[src/rtl/fifo_rd_sched_if.sv]
// Read-side bundle of the async FIFO: pointer exchange, RAM read port,
// consumer request/grant and status.
interface fifo_rd_sched_if #(
  parameter int unsigned ADDRSIZE = 4,
  parameter int unsigned DATASIZE = 8,
  parameter int unsigned NREQ     = 2
);
  logic [ADDRSIZE:0]   rq2_wptr;
  logic [ADDRSIZE:0]   rptr;
  logic [ADDRSIZE-1:0] raddr;
  logic                ren;
  logic [DATASIZE-1:0] rdata_mem;
  logic [NREQ-1:0]     req;
  logic [NREQ-1:0]     gnt;
  logic [DATASIZE-1:0] rdata;
  logic                rempty;
  logic                raempty;
  logic [ADDRSIZE:0]   rlevel;

  // Read controller side
  modport mst (
    input  rq2_wptr, rdata_mem, req,
    output rptr, raddr, ren, gnt, rdata, rempty, raempty, rlevel
  );

  // Environment side: synchronizer, RAM and consumers
  modport slv (
    output rq2_wptr, rdata_mem, req,
    input  rptr, raddr, ren, gnt, rdata, rempty, raempty, rlevel
  );
endinterface

[src/rtl/fifo_rd_sched.sv]
// Read-side controller of the async FIFO: owns the read pointer and
// empty/level status, and shares the single read port among NREQ
// consumers by round-robin, delivering each word with a one-hot grant.
module fifo_rd_sched #(
  parameter int unsigned ADDRSIZE   = 4,
  parameter int unsigned DATASIZE   = 8,
  parameter int unsigned NREQ       = 2,
  parameter int unsigned AEMPTY_LVL = 1
) (
  input  logic         rclk,
  input  logic         rrst_n,
  fifo_rd_sched_if.mst rd_if
);

  localparam int unsigned PW = ADDRSIZE + 1;
  localparam int unsigned IW = (NREQ > 1) ? $clog2(NREQ) : 1;

  typedef logic [PW-1:0] ptr_t;

  function automatic ptr_t bin2gray(input ptr_t b);
    return b ^ (b >> 1);
  endfunction

  function automatic ptr_t gray2bin(input ptr_t g);
    ptr_t b;
    b[PW-1] = g[PW-1];
    for (int i = int'(PW) - 2; i >= 0; i--) begin
      b[i] = b[i+1] ^ g[i];
    end
    return b;
  endfunction

  ptr_t                rbin_q, rbin_d;
  ptr_t                rptr_q, rptr_d;
  ptr_t                rlevel_q, rlevel_d;
  logic                rempty_q, rempty_d;
  logic                raempty_q, raempty_d;
  logic [NREQ-1:0]     gnt_q, gnt_d;
  logic [DATASIZE-1:0] rdata_q, rdata_d;
  logic [IW-1:0]       last_q, last_d;

  logic [IW-1:0]       idx_c;
  logic [IW-1:0]       winner_c;
  logic                hit_c;
  logic                pop_c;

  // Round-robin pick: first requester scanning upward from last+1
  always_comb begin
    winner_c = last_q;
    hit_c    = 1'b0;
    idx_c    = '0;
    for (int unsigned k = 1; k <= NREQ; k++) begin
      idx_c = IW'((32'(last_q) + k) % NREQ);
      if (!hit_c && rd_if.req[idx_c]) begin
        winner_c = idx_c;
        hit_c    = 1'b1;
      end
    end
  end

  // Pop is gated by the registered empty flag, so underflow cannot occur
  assign pop_c = hit_c && !rempty_q;

  // Next pointer, status and delivery registers
  always_comb begin
    rbin_d    = rbin_q + PW'(pop_c);
    rptr_d    = bin2gray(rbin_d);
    rlevel_d  = gray2bin(rd_if.rq2_wptr) - rbin_d;
    rempty_d  = (rptr_d == rd_if.rq2_wptr);
    raempty_d = (rlevel_d <= PW'(AEMPTY_LVL));
    gnt_d     = '0;
    rdata_d   = rdata_q;
    last_d    = last_q;
    if (pop_c) begin
      gnt_d   = NREQ'(1) << winner_c;
      rdata_d = rd_if.rdata_mem;
      last_d  = winner_c;
    end
  end

  // State registers; reset leaves consumer 0 with first priority
  always_ff @(posedge rclk or negedge rrst_n) begin
    if (!rrst_n) begin
      rbin_q    <= '0;
      rptr_q    <= '0;
      rlevel_q  <= '0;
      rempty_q  <= 1'b1;
      raempty_q <= 1'b1;
      gnt_q     <= '0;
      rdata_q   <= '0;
      last_q    <= IW'(NREQ - 1);
    end else begin
      rbin_q    <= rbin_d;
      rptr_q    <= rptr_d;
      rlevel_q  <= rlevel_d;
      rempty_q  <= rempty_d;
      raempty_q <= raempty_d;
      gnt_q     <= gnt_d;
      rdata_q   <= rdata_d;
      last_q    <= last_d;
    end
  end

  // Output mapping; ren and raddr feed the RAM in the pop cycle
  assign rd_if.ren     = pop_c;
  assign rd_if.raddr   = rbin_q[ADDRSIZE-1:0];
  assign rd_if.rptr    = rptr_q;
  assign rd_if.rlevel  = rlevel_q;
  assign rd_if.rempty  = rempty_q;
  assign rd_if.raempty = raempty_q;
  assign rd_if.gnt     = gnt_q;
  assign rd_if.rdata   = rdata_q;

endmodule
[src/flat_wrapper.sv]
// flat-port wrapper written by rule: the top's interface ports become plain ports
module fifo_rd_sched_flat 
#(
  parameter int unsigned ADDRSIZE   = 4,
  parameter int unsigned DATASIZE   = 8,
  parameter int unsigned NREQ       = 2,
  parameter int unsigned AEMPTY_LVL = 1
)
  (rclk, rrst_n, rd_if_rq2_wptr, rd_if_rdata_mem, rd_if_req, rd_if_rptr, rd_if_raddr, rd_if_ren, rd_if_gnt, rd_if_rdata, rd_if_rempty, rd_if_raempty, rd_if_rlevel);
  fifo_rd_sched_if #(.ADDRSIZE(ADDRSIZE), .DATASIZE(DATASIZE), .NREQ(NREQ)) rd_if_i ();
  input  logic rclk;
  input  logic rrst_n;
  input wire logic [$bits(rd_if_i.rq2_wptr)-1:0] rd_if_rq2_wptr;
  input wire logic [$bits(rd_if_i.rdata_mem)-1:0] rd_if_rdata_mem;
  input wire logic [$bits(rd_if_i.req)-1:0] rd_if_req;
  output wire logic [$bits(rd_if_i.rptr)-1:0] rd_if_rptr;
  output wire logic [$bits(rd_if_i.raddr)-1:0] rd_if_raddr;
  output wire logic [$bits(rd_if_i.ren)-1:0] rd_if_ren;
  output wire logic [$bits(rd_if_i.gnt)-1:0] rd_if_gnt;
  output wire logic [$bits(rd_if_i.rdata)-1:0] rd_if_rdata;
  output wire logic [$bits(rd_if_i.rempty)-1:0] rd_if_rempty;
  output wire logic [$bits(rd_if_i.raempty)-1:0] rd_if_raempty;
  output wire logic [$bits(rd_if_i.rlevel)-1:0] rd_if_rlevel;
  assign rd_if_i.rq2_wptr = rd_if_rq2_wptr;
  assign rd_if_i.rdata_mem = rd_if_rdata_mem;
  assign rd_if_i.req = rd_if_req;
  assign rd_if_rptr = rd_if_i.rptr;
  assign rd_if_raddr = rd_if_i.raddr;
  assign rd_if_ren = rd_if_i.ren;
  assign rd_if_gnt = rd_if_i.gnt;
  assign rd_if_rdata = rd_if_i.rdata;
  assign rd_if_rempty = rd_if_i.rempty;
  assign rd_if_raempty = rd_if_i.raempty;
  assign rd_if_rlevel = rd_if_i.rlevel;
  fifo_rd_sched #(.ADDRSIZE(ADDRSIZE), .DATASIZE(DATASIZE), .NREQ(NREQ), .AEMPTY_LVL(AEMPTY_LVL)) u_core (.rclk(rclk), .rrst_n(rrst_n), .rd_if(rd_if_i));
endmodule
[config.mk]
export PLATFORM = sky130hd
export DESIGN_NAME = fifo_rd_sched_flat
export DESIGN_NICKNAME = d
export VERILOG_FILES = /design/src/rtl/fifo_rd_sched_if.sv /design/src/rtl/fifo_rd_sched.sv /design/src/flat_wrapper.sv
export SDC_FILE = /design/constraint.sdc
export NUM_CORES = 1
export LEC_CHECK = 0
export CORE_MARGIN = 8
export CORE_UTILIZATION = 47
export DETAILED_ROUTE_END_ITERATION = 6
export GPL_TIMING_DRIVEN = 0
export PLACE_DENSITY = 0.83
export SYNTH_ARGS = -nofsm -noshare
export SYNTH_HDL_FRONTEND = slang
export SYNTH_SLANG_ARGS = --single-unit
[constraint.sdc]
create_clock -name rclk -period 6.35 [get_ports rclk]
set_input_delay 0.635 -clock rclk [delete_from_list [all_inputs] [get_ports rclk]]
set_output_delay 0.635 -clock rclk [all_outputs]
set_load 0.02 [all_outputs]
**Yosys cells after proc, flatten, opt, wreduce, memory -nomap -nowiden**

Index checks and enable logic that the tools add are counted.
W data, S select, Z words.

- Register bits: 28
- Input bits: 17
- Logic and storage cells: 35
- Output and inout port bits: 27

- Shift operators: 1
- Multiplexer cells: 9
- Bitwise gates (word level): 5
- $add $sub $neg: 4
- Eq/ne operators: 1
- Order comparisons: 3
- Reduce and logical (&&, ||, !) cells: 4

Operator list:

| operator | number |
|---|---|
| $mux W1 | 8 |
| $add A5 B1 Y5 | 1 |
| $eq A5 B5 Y1 | 1 |
| $le A5 B1 Y1 const B | 1 |
| $sub A5 B5 Y5 | 1 |
| $xor A5 B4 Y5 | 1 |
| $lt A1 B2 Y1 const B | 2 |
| $xor A1 B1 Y1 | 4 |
| $add A1 B1 Y1 const B | 2 |
| $logic_and A1 B1 Y1 | 2 |
| $logic_not A1 Y1 | 2 |
| $mux W2 | 1 |
| $shl A1 B1 Y2 const A | 1 |

**Longest topological paths before layout**

Gate-level depths: netlist (run 1).

- Depth in word-level cells: 11
- Gate-level depth with buffers: 11

**Least setup slack after synthesis (run 1)**

Ideal clock, no wire load.

- Path kind: input port to flip-flop
- From: input port rd_if_req[0]
- To: register u_core.raempty_q (netlist: u_core.rd_if.raempty)
- Library setup time: 0.075 ns
- Slack: 2.777 ns
- Path buffers: 0
- Data arrival time: 3.499 ns
- Stages: 11
- Cell sequence: o21bai_1 -> clkinv_1 -> ha_1 -> ha_1 -> inv_1 -> fa_1 -> a21o_1 -> a21oi_1 -> xor2_1 -> nand3b_1 -> mux2i_1

- Cells in the longest elaborated chain, start to end: 10
- Elaborated cells on any way between the ends: 12
- Those cells by class: 2 x add/sub; 1 x order compare; 6 x mux; 3 x reduce/logical

RTL lines:

| item | line | text |
|---|---|---|
| start: declaration | flat_wrapper.sv:15 | `input wire logic [$bits(rd_if_i.req)-1:0] rd_if_req;` |
| $mux W1 (not written as such) (2 in a row) | fifo_rd_sched.sv:54 | `if (!hit_c && rd_if.req[idx_c]) begin` |
| $mux W1 | fifo_rd_sched.sv:54 |  |
| $logic_not A1 Y1 | fifo_rd_sched.sv:54 |  |
| $logic_and A1 B1 Y1 | fifo_rd_sched.sv:54 |  |
| $mux W1 (*) | fifo_rd_sched.sv:54 |  |
| $logic_and A1 B1 Y1 (*) | fifo_rd_sched.sv:62 | `assign pop_c = hit_c && !rempty_q;` |
| via rd_if_ren | flat_wrapper.sv:18 | `output wire logic [$bits(rd_if_i.ren)-1:0] rd_if_ren;` |
| $add A5 B1 Y5 (*) | fifo_rd_sched.sv:66 | `rbin_d = rbin_q + PW'(pop_c);` |
| via u_core.rbin_d[1] | fifo_rd_sched.sv:33 | `ptr_t rbin_q, rbin_d;` |
| $sub A5 B5 Y5 (*) | fifo_rd_sched.sv:68 | `rlevel_d = gray2bin(rd_if.rq2_wptr) - rbin_d;` |
| $le A5 B1 Y1 (*) | fifo_rd_sched.sv:70 | `raempty_d = (rlevel_d <= PW'(AEMPTY_LVL));` |
| via u_core.raempty_d | fifo_rd_sched.sv:37 | `logic raempty_q, raempty_d;` |
| end signal: assignment | fifo_rd_sched.sv:97 | `raempty_q <= raempty_d;` |
| end: declaration | fifo_rd_sched.sv:37 |  |

The timed path passes the listed nets; every way through them passes the cells marked *. The select of a mux whose other input is x is not followed.
A chain may end at the register's enable or synchronous reset.

**Worst setup path after layout (run 1)**

- From: input port rd_if_req[0]
- To: register u_core.raempty_q (netlist: u_core.rd_if.raempty)

- Cells in the longest elaborated chain, start to end: 10
- Elaborated cells on any way between the ends: 12
- Those cells by class: 2 x add/sub; 1 x order compare; 6 x mux; 3 x reduce/logical

RTL lines:

| item | line |
|---|---|
| $mux W1 (not written as such) (2 in a row) | fifo_rd_sched.sv:54 |
| $mux W1 | fifo_rd_sched.sv:54 |
| $logic_not A1 Y1 | fifo_rd_sched.sv:54 |
| $logic_and A1 B1 Y1 | fifo_rd_sched.sv:54 |
| $mux W1 (*) | fifo_rd_sched.sv:54 |
| $logic_and A1 B1 Y1 (*) | fifo_rd_sched.sv:62 |
| $add A5 B1 Y5 (*) | fifo_rd_sched.sv:66 |
| via u_core.rbin_d[1] | fifo_rd_sched.sv:33 |
| $sub A5 B5 Y5 (*) | fifo_rd_sched.sv:68 |
| $le A5 B1 Y1 (*) | fifo_rd_sched.sv:70 |
| via u_core.raempty_d | fifo_rd_sched.sv:37 |

Marked as above.

==> results of run 1 <==
==> cell families (layout without fill, tap and decap cells) <==
group                    count (synthesis)  after routing  synth area share
AO/OA/AOI/OAI                            9              9           0.04366
flip-flops                              27             27            0.5387
adder cells (fa/ha/maj)                  7              7           0.07540
AND/OR/NAND/NOR                         37             37            0.1270
multiplexers                             1              1          0.007937
XOR/XNOR                                19             19            0.1746
buffers and inverters                   11             58           0.03274
==> worst max path at each step <==
stage                      start                              to  slack [ns]  depth (start not counted)
floorplan           rd_if_req[0]  u_core.rd_if.raempty$_DFF_PN1_        2.78                         11
global placement    rd_if_req[0]  u_core.rd_if.raempty$_DFF_PN1_        2.04                         12
detailed placement  rd_if_req[1]  u_core.rd_if.raempty$_DFF_PN1_        1.93                         12
CTS                 rd_if_req[1]  u_core.rd_if.raempty$_DFF_PN1_        2.26                         12
global route        rd_if_req[0]  u_core.rd_if.raempty$_DFF_PN1_        1.96                         12
finish              rd_if_req[0]  u_core.rd_if.raempty$_DFF_PN1_        2.29                         12
==> cell type report <==
| cell class | instances | area share |
|---|---|---|
| flip-flops and latches | 27 | 0.3881 |
| multi-input cells | 73 | 0.3088 |
| repair buffers | 43 | 0.2430 |
| inverters | 11 | 0.02359 |
| well taps | 30 | 0.02144 |
| clock buffers | 4 | 0.01501 |
==> stage by stage <==
step / cell area [sq um] / hold WS, ns / util / power, mW / instances
after floorplan: 1261 / 0.3394 / - / 0.7198 / 111
final: 1750 / 0.2923 / 0.6939 / 1.021 / 188
after detailed placement: 1729 / 0.4621 / 0.6855 / 0.9615 / 184
after global placement: 1729 / 0.4609 / 0.6855 / 0.9353 / 184
after CTS: 1755 / 0.4964 / 0.6959 / 1.037 / 188
after global routing: 1750 / 0.3338 / 0.6939 / 1.106 / 188
==> registers in the layout (all words and copies together), names as in the netlist <==
| name | flops |
|---|---|
| u_core.rd_if.rptr | 4 |
| u_core.rbin_q | 5 |
| u_core.last_q | 1 |
| u_core.rd_if.rlevel | 5 |
| u_core.rd_if.gnt | 2 |
| u_core.rd_if.rempty | 1 |
| u_core.rd_if.raempty | 1 |
| u_core.rd_if.rdata | 8 |
==> layout by cell type, fill, tap and decap left out, drive strengths merged <==
cell type      count
clkdlybuf4s50     42
nand2             25
dfrtp             24
inv               10
xor2              10
xnor2              7
ha                 6
nand3              4
a21oi              4
clkbuf             4
dfstp              3
nand2b             2
nor3               2
o21ai              2
xor3               2
o21bai             1
clkinv             1
nand4              1
o211a              1
a21o               1
nor2               1
nand3b             1
mux2i              1
and3               1
fa                 1
buf                1
==> report_power, final <==
group	switching, mW	leakage (nW)	internal (mW)
clock network	0.0484	0.0150	0.0246
logic	0.354	0.489	0.300
registers	0.0361	0.315	0.259
total	0.438	0.819	0.583
==> worst max-delay path, stage by stage <==
cell and delay, ns:
clkdlybuf4s50_1 0.44, o21bai_1 0.56, clkinv_1 0.45, ha_1 0.34, ha_1 0.42, inv_1 0.13
fa_1 0.47, a21o_1 0.21, a21oi_1 0.17, xor2_1 0.24, nand3b_1 0.10, mux2i_1 0.15
==> routing by layer <==
| layer | vias up | GRT usage | routed length, microns |
|---|---|---|---|
| met1 | 449 | 0.1446 | 1045 |
| met3 | 2 | 0.03477 | 155 |
| met5 | - | 0 | 0 |
| met2 | 19 | 0.2320 | 1483 |
| li1 | 446 | - | - |
| met4 | 0 | 0.03581 | 21 |
==> flow_metrics.py, run 1 <==
metrics = {
    "run_status": {
        "status": "finished clean",
    },
    "synth": {
        "yosys.cell_count.top_type": "nand2_1",
        "syn_nets": 135,
        "synth_area_sq_um": 1261,
        "syn_area_per_cell_sq_um": 11.36,
        "synth_edf_count": 0,
        "yosysWarnings": 0,
        "syn_inst": 111,
        "ys.flop_type": "dfrtp_1",
        "synth_top_area_share": 0.4762,
        "synth_top_cell_by_area": "dfrtp_1",
        "synth_common_cells": "25 x nand2_1, 24 x dfrtp_1, 10 x inv_1, 10 x xor2_1",
        "synth.area.top_cells": "dfrtp_1 48%, nand2_1 7.4%, xor2_1 6.9%, dfstp_2 6.3%, ha_1 6.0%",
        "ys_ff_latch": 27,
        "async_reset_ff_frac": 1.000,
        "yosysSeqAreaShare": 0.5387,
        "yosysUniqueCellTypes": 25,
    },
    "clock_tree": {
        "cts_hold_buffers": 0,
        "ctsResizeCount": 0,
        "cts_sinks": 27,
        "cts_max_level": 1,
        "cts_root_buf": "clkbuf_4",
        "cts_made_buffers": 3,
        "cts_tree": "yes",
        "clock_path_buffers": 2,
        "clkTransAtPathRegs_ns": 0.14,
        "postCtsSetupBuffers": 0,
        "worstSkewPairLatency_ns": 0.32,
    },
    "drt": {
        "postRouteAntennaNets": 0,
        "drtIter0Drc": 17,
        "route.detailed.drc": 0,
        "vias": 916,
        "routed_wl_mm": 2.705,
        "wire_per_inst_microns": 14.39,
        "first_pass_iters": 2,
        "viasPerCell": 4.872,
    },
    "floorplanning": {
        "core_sq_um": 2522,
        "dieArea_sq_um": 4597,
        "num_rows": 18,
        "ios": 44,
        "die_w_microns": 67.80,
        "dieHeight_microns": 67.80,
        "initial_core_util": 0.5000,
    },
    "finish": {
        "drive_gt1_frac": 0.06329,
        "fill_cells": 205,
        "area_delta_synth_final_pct": 38.79,
        "multi_input_area_sq_um": 540.5,
        "final_nets": 183,
        "num_antenna_cells": 0,
        "seqCellArea_sq_um": 679.4,
    },
    "sta": {
        "rsz0062_at_grt": "false",
        "tightest_slew_ns": 0.6593,
        "period_needed_ns": 4.062,
        "fmax_ghz": 0.2462,
        "slew_violations": 0,
        "slew_headroom": 0.5596,
        "hold_viol_final": 0,
        "clock-skew-final_ns": 0.004756,
        "fin_ws_ns": 2.288,
        "finalCritPeriodShare": 0.6397,
        "tns_ns": 0,
        "setup_viol": 0,
    },
    "critical_path": {
        "worstSetupPathType": "in -> reg",
        "critPathLaunchType": "input pin",
        "critPathMaxFanout": 10,
        "crit_arrival_ns": 4.32,
        "cp.required_ns": 6.61,
        "reg2regPathDepth": 11,
        "end_kind": "register",
        "reg2reg_to": "u_core.rd_if.raempty$_DFF_PN1_",
        "reg2reg_slack_ns": 2.72,
        "r2r-start": "u_core.rd_if.rempty$_DFF_PN1_",
    },
    "placed_design": {
        "dp_slack_ns": 1.930,
        "gp_congestion": 0.7688,
        "dp_hpwl_mm": 2.201,
        "io_buffers": 43,
    },
    "global_route": {
        "grt_pass1_vias": 994,
        "grt.overflow.total": 0,
        "grt_max_degree": 28,
        "antenna_found_initial": 0,
        "grtUsageTotal": 0.1283,
        "grt_pass1_wl_mm": 4.554,
    },
    "power_and_ir_drop": {
        "ir_worst_vdd_uv": 385.6,
        "p_leak_nw": 0.8195,
        "power.density_nw_per_um2": 583.5,
    },
    "job": {
        "maxCapViolCount": 0,
    },
    "min_path": {
        "hp-class": "in -> async",
    },
}
Note: power is estimated with default switching activity, not from simulation.
==> run 2: changes to the inputs <==
--- a/config.mk
+++ b/config.mk
@@ -6,10 +6,10 @@
 export NUM_CORES = 1
 export LEC_CHECK = 0
 export CORE_MARGIN = 8
-export CORE_UTILIZATION = 47
+export CORE_UTILIZATION = 44
 export DETAILED_ROUTE_END_ITERATION = 6
 export GPL_TIMING_DRIVEN = 0
-export PLACE_DENSITY = 0.83
+export PLACE_DENSITY = 0.78
 export SYNTH_ARGS = -nofsm -noshare
 export SYNTH_HDL_FRONTEND = slang
 export SYNTH_SLANG_ARGS = --single-unit
==> constraint.sdc (replaced) <==
create_clock -name rclk -period 3.8 [get_ports rclk]
set_input_delay 0.38 -clock rclk [delete_from_list [all_inputs] [get_ports rclk]]
set_output_delay 0.38 -clock rclk [all_outputs]
set_load 0.02 [all_outputs]
==> run 2 against run 1 <==
Net effect: cell count rose by 0.53%; critical endpoint unchanged; sequential power rose by 68%; register-to-register slack got worse by 2.2 ns; critical path type unchanged; clock skew fell by 0.0015 ns; largest cell class unchanged; die area rose by 5.2%; highest routed layer unchanged; combinational power rose by 68%; routed wire length fell by 0.92%; flip-flop and latch count did not move.
==> flow_metrics.py, run 2 (synthesized netlist as in run 1, its figures left out) <==
metrics = {
    "run_status": {
        "status": "finished clean",
    },
    "drt": {
        "first_pass_iters": 4,
        "postRouteAntennaNets": 0,
        "wire_per_inst_microns": 14.18,
        "drtIter0Drc": 19,
        "route.detailed.drc": 0,
        "routed_wl_mm": 2.680,
        "viasPerCell": 4.847,
        "vias": 916,
    },
    "sta": {
        "hold_viol_final": 0,
        "fin_ws_ns": 0.4252,
        "tns_ns": 0,
        "slew_violations": 0,
        "clock-skew-final_ns": 0.003285,
        "tightest_slew_ns": 0.5799,
        "finalCritPeriodShare": 0.8881,
        "setup_viol": 0,
        "period_needed_ns": 3.375,
        "rsz0062_at_grt": "false",
        "slew_headroom": 0.6134,
        "fmax_ghz": 0.2963,
    },
    "global_route": {
        "grt.overflow.total": 0,
        "grtUsageTotal": 0.1187,
        "use_met1": 0.1285,
        "met2_usage": 0.2018,
        "grt_max_degree": 28,
        "grt_pass1_vias": 951,
        "use_met3": 0.02861,
        "antenna_found_initial": 0,
        "grt_busiest_layer": "met2",
        "grt_pass1_wl_mm": 4.664,
    },
    "floorplanning": {
        "dieArea_sq_um": 4836,
        "dieHeight_microns": 69.54,
        "die_w_microns": 69.54,
        "initial_core_util": 0.4613,
        "num_rows": 19,
        "ios": 44,
        "core_sq_um": 2734,
    },
    "critical_path": {
        "worstSetupPathType": "in -> reg",
        "end_kind": "register",
        "critPathLaunchType": "input pin",
        "critPathMaxFanout": 10,
        "cp.required_ns": 4.07,
        "crit_arrival_ns": 3.65,
    },
    "clock_tree": {
        "postCtsSetupBuffers": 0,
        "clock_path_buffers": 2,
        "worstSkewPairLatency_ns": 0.33,
        "clkTransAtPathRegs_ns": 0.14,
        "cts_root_buf": "clkbuf_4",
        "cts_sinks": 27,
        "cts_tree": "yes",
        "cts_made_buffers": 3,
        "cts_max_level": 1,
        "cts_hold_buffers": 0,
    },
    "finish": {
        "final_cells": 189,
        "layout_common_cells": "42 x clkdlybuf4s50_1, 25 x nand2_1, 24 x dfrtp_1",
        "num_antenna_cells": 0,
        "largest_reg_flops": 8,
        "utilization": 0.6467,
        "drive_gt1_frac": 0.08228,
        "final_common_cell": "clkdlybuf4s50_1",
        "area_delta_synth_final_pct": 40.18,
        "final_nets": 183,
    },
    "placed_design": {
        "gp_congestion": 0.7574,
        "dpl.cell_count": 185,
        "dp_hpwl_mm": 2.182,
        "io_buffers": 43,
        "dp_slack_ns": -0.4141,
    },
    "power_and_ir_drop": {
        "p_leak_nw": 0.8256,
        "ir_worst_vdd_uv": 650.5,
        "power.density_nw_per_um2": 972.3,
    },
    "min_path": {
        "hp-class": "in -> async",
    },
    "job": {
        "maxCapViolCount": 0,
    },
}
[run 2: worst paths after layout]
path | slack, ns | cells after the start | to | from
min in group rclk | 0.50 | 2 | u_core.rd_if.rdata[6]$_DFFE_PN0P_ | u_core.rd_if.rdata[6]$_DFFE_PN0P_
worst max register to register | 0.50 | 11 | u_core.rd_if.raempty$_DFF_PN1_ | u_core.rd_if.rempty$_DFF_PN1_
worst max-delay path | 0.43 | 12 | u_core.rd_if.raempty$_DFF_PN1_ | rd_if_req[0]
worst min-delay path | 0.02 | 1 | u_core.rd_if.rdata[4]$_DFFE_PN0P_ | rrst_n
max in group asynchronous | 3.40 | 1 | u_core.last_q$_DFFE_PN1P_ | rrst_n
worst min register to register | 0.50 | 2 | u_core.rd_if.rdata[6]$_DFFE_PN0P_ | u_core.rd_if.rdata[6]$_DFFE_PN0P_
[run 2: timing repair]
item | CTS | global route
resized for setup | 1 | 2
cloned | 0 | 0
endpoints found under the setup margin | 1 | 1
[run 2: cell type report]
cell class,count,area [sq um]
Multi-Input combinational cell,73,551.8
Tap cell,31,38.79
Timing Repair Buffer,43,425.4
Sequential cell,27,679.4
Clock inverter,1,5.005
Inverter,11,45.04
Fill cell,218,965.9
Clock buffer,3,22.52
[run 2: power breakdown]
part	switching [mW]	internal (mW)	leakage, nW	total [mW]
combinational	0.591	0.507	0.493	1.10
clock	0.0871	0.0396	0.0177	0.127
sequential	0.0619	0.433	0.315	0.495
[run 2: critical path, stage by stage]
cell	delay [ns]
clkdlybuf4s50_1	0.48
o21bai_4	0.31
clkinvlp_4	0.27
ha_1	0.28
ha_1	0.41
inv_1	0.14
fa_1	0.48
a21o_1	0.21
a21oi_1	0.17
xor2_1	0.26
nand3b_1	0.11
mux2i_1	0.15
[run 2: per-layer routing]
| layer | part of all wire | vias to the layer above |
|---|---|---|
| met2 | 0.54 | 20 |
| met1 | 0.39 | 440 |
| li1 | - | 451 |
| met4 | 0.029 | 0 |
| met3 | 0.046 | 5 |
| met5 | 0 | - |
[run 2: per-stage QoR]
stage | area, sq um | power [mW] | hold WS (ns)
floorplan | 1261 | 1.203 | 0.08441
detailed placement | 1730 | 1.603 | 0.4677
CTS | 1762 | 1.735 | 0.5013
global placement | 1730 | 1.564 | 0.4593
global route | 1768 | 1.865 | 0.06859
finish | 1768 | 1.719 | 0.01968
==> run 3: changes to the inputs <==
--- a/config.mk
+++ b/config.mk
@@ -5,6 +5,7 @@
 export SDC_FILE = /design/constraint.sdc
 export NUM_CORES = 1
 export LEC_CHECK = 0
+export ABC_CLOCK_PERIOD_IN_PS = 3800
 export CORE_MARGIN = 8
 export CORE_UTILIZATION = 44
 export DETAILED_ROUTE_END_ITERATION = 6
==> results of run 3 <==
No change in the layout: final DEF, timing and power equal those of run 2.
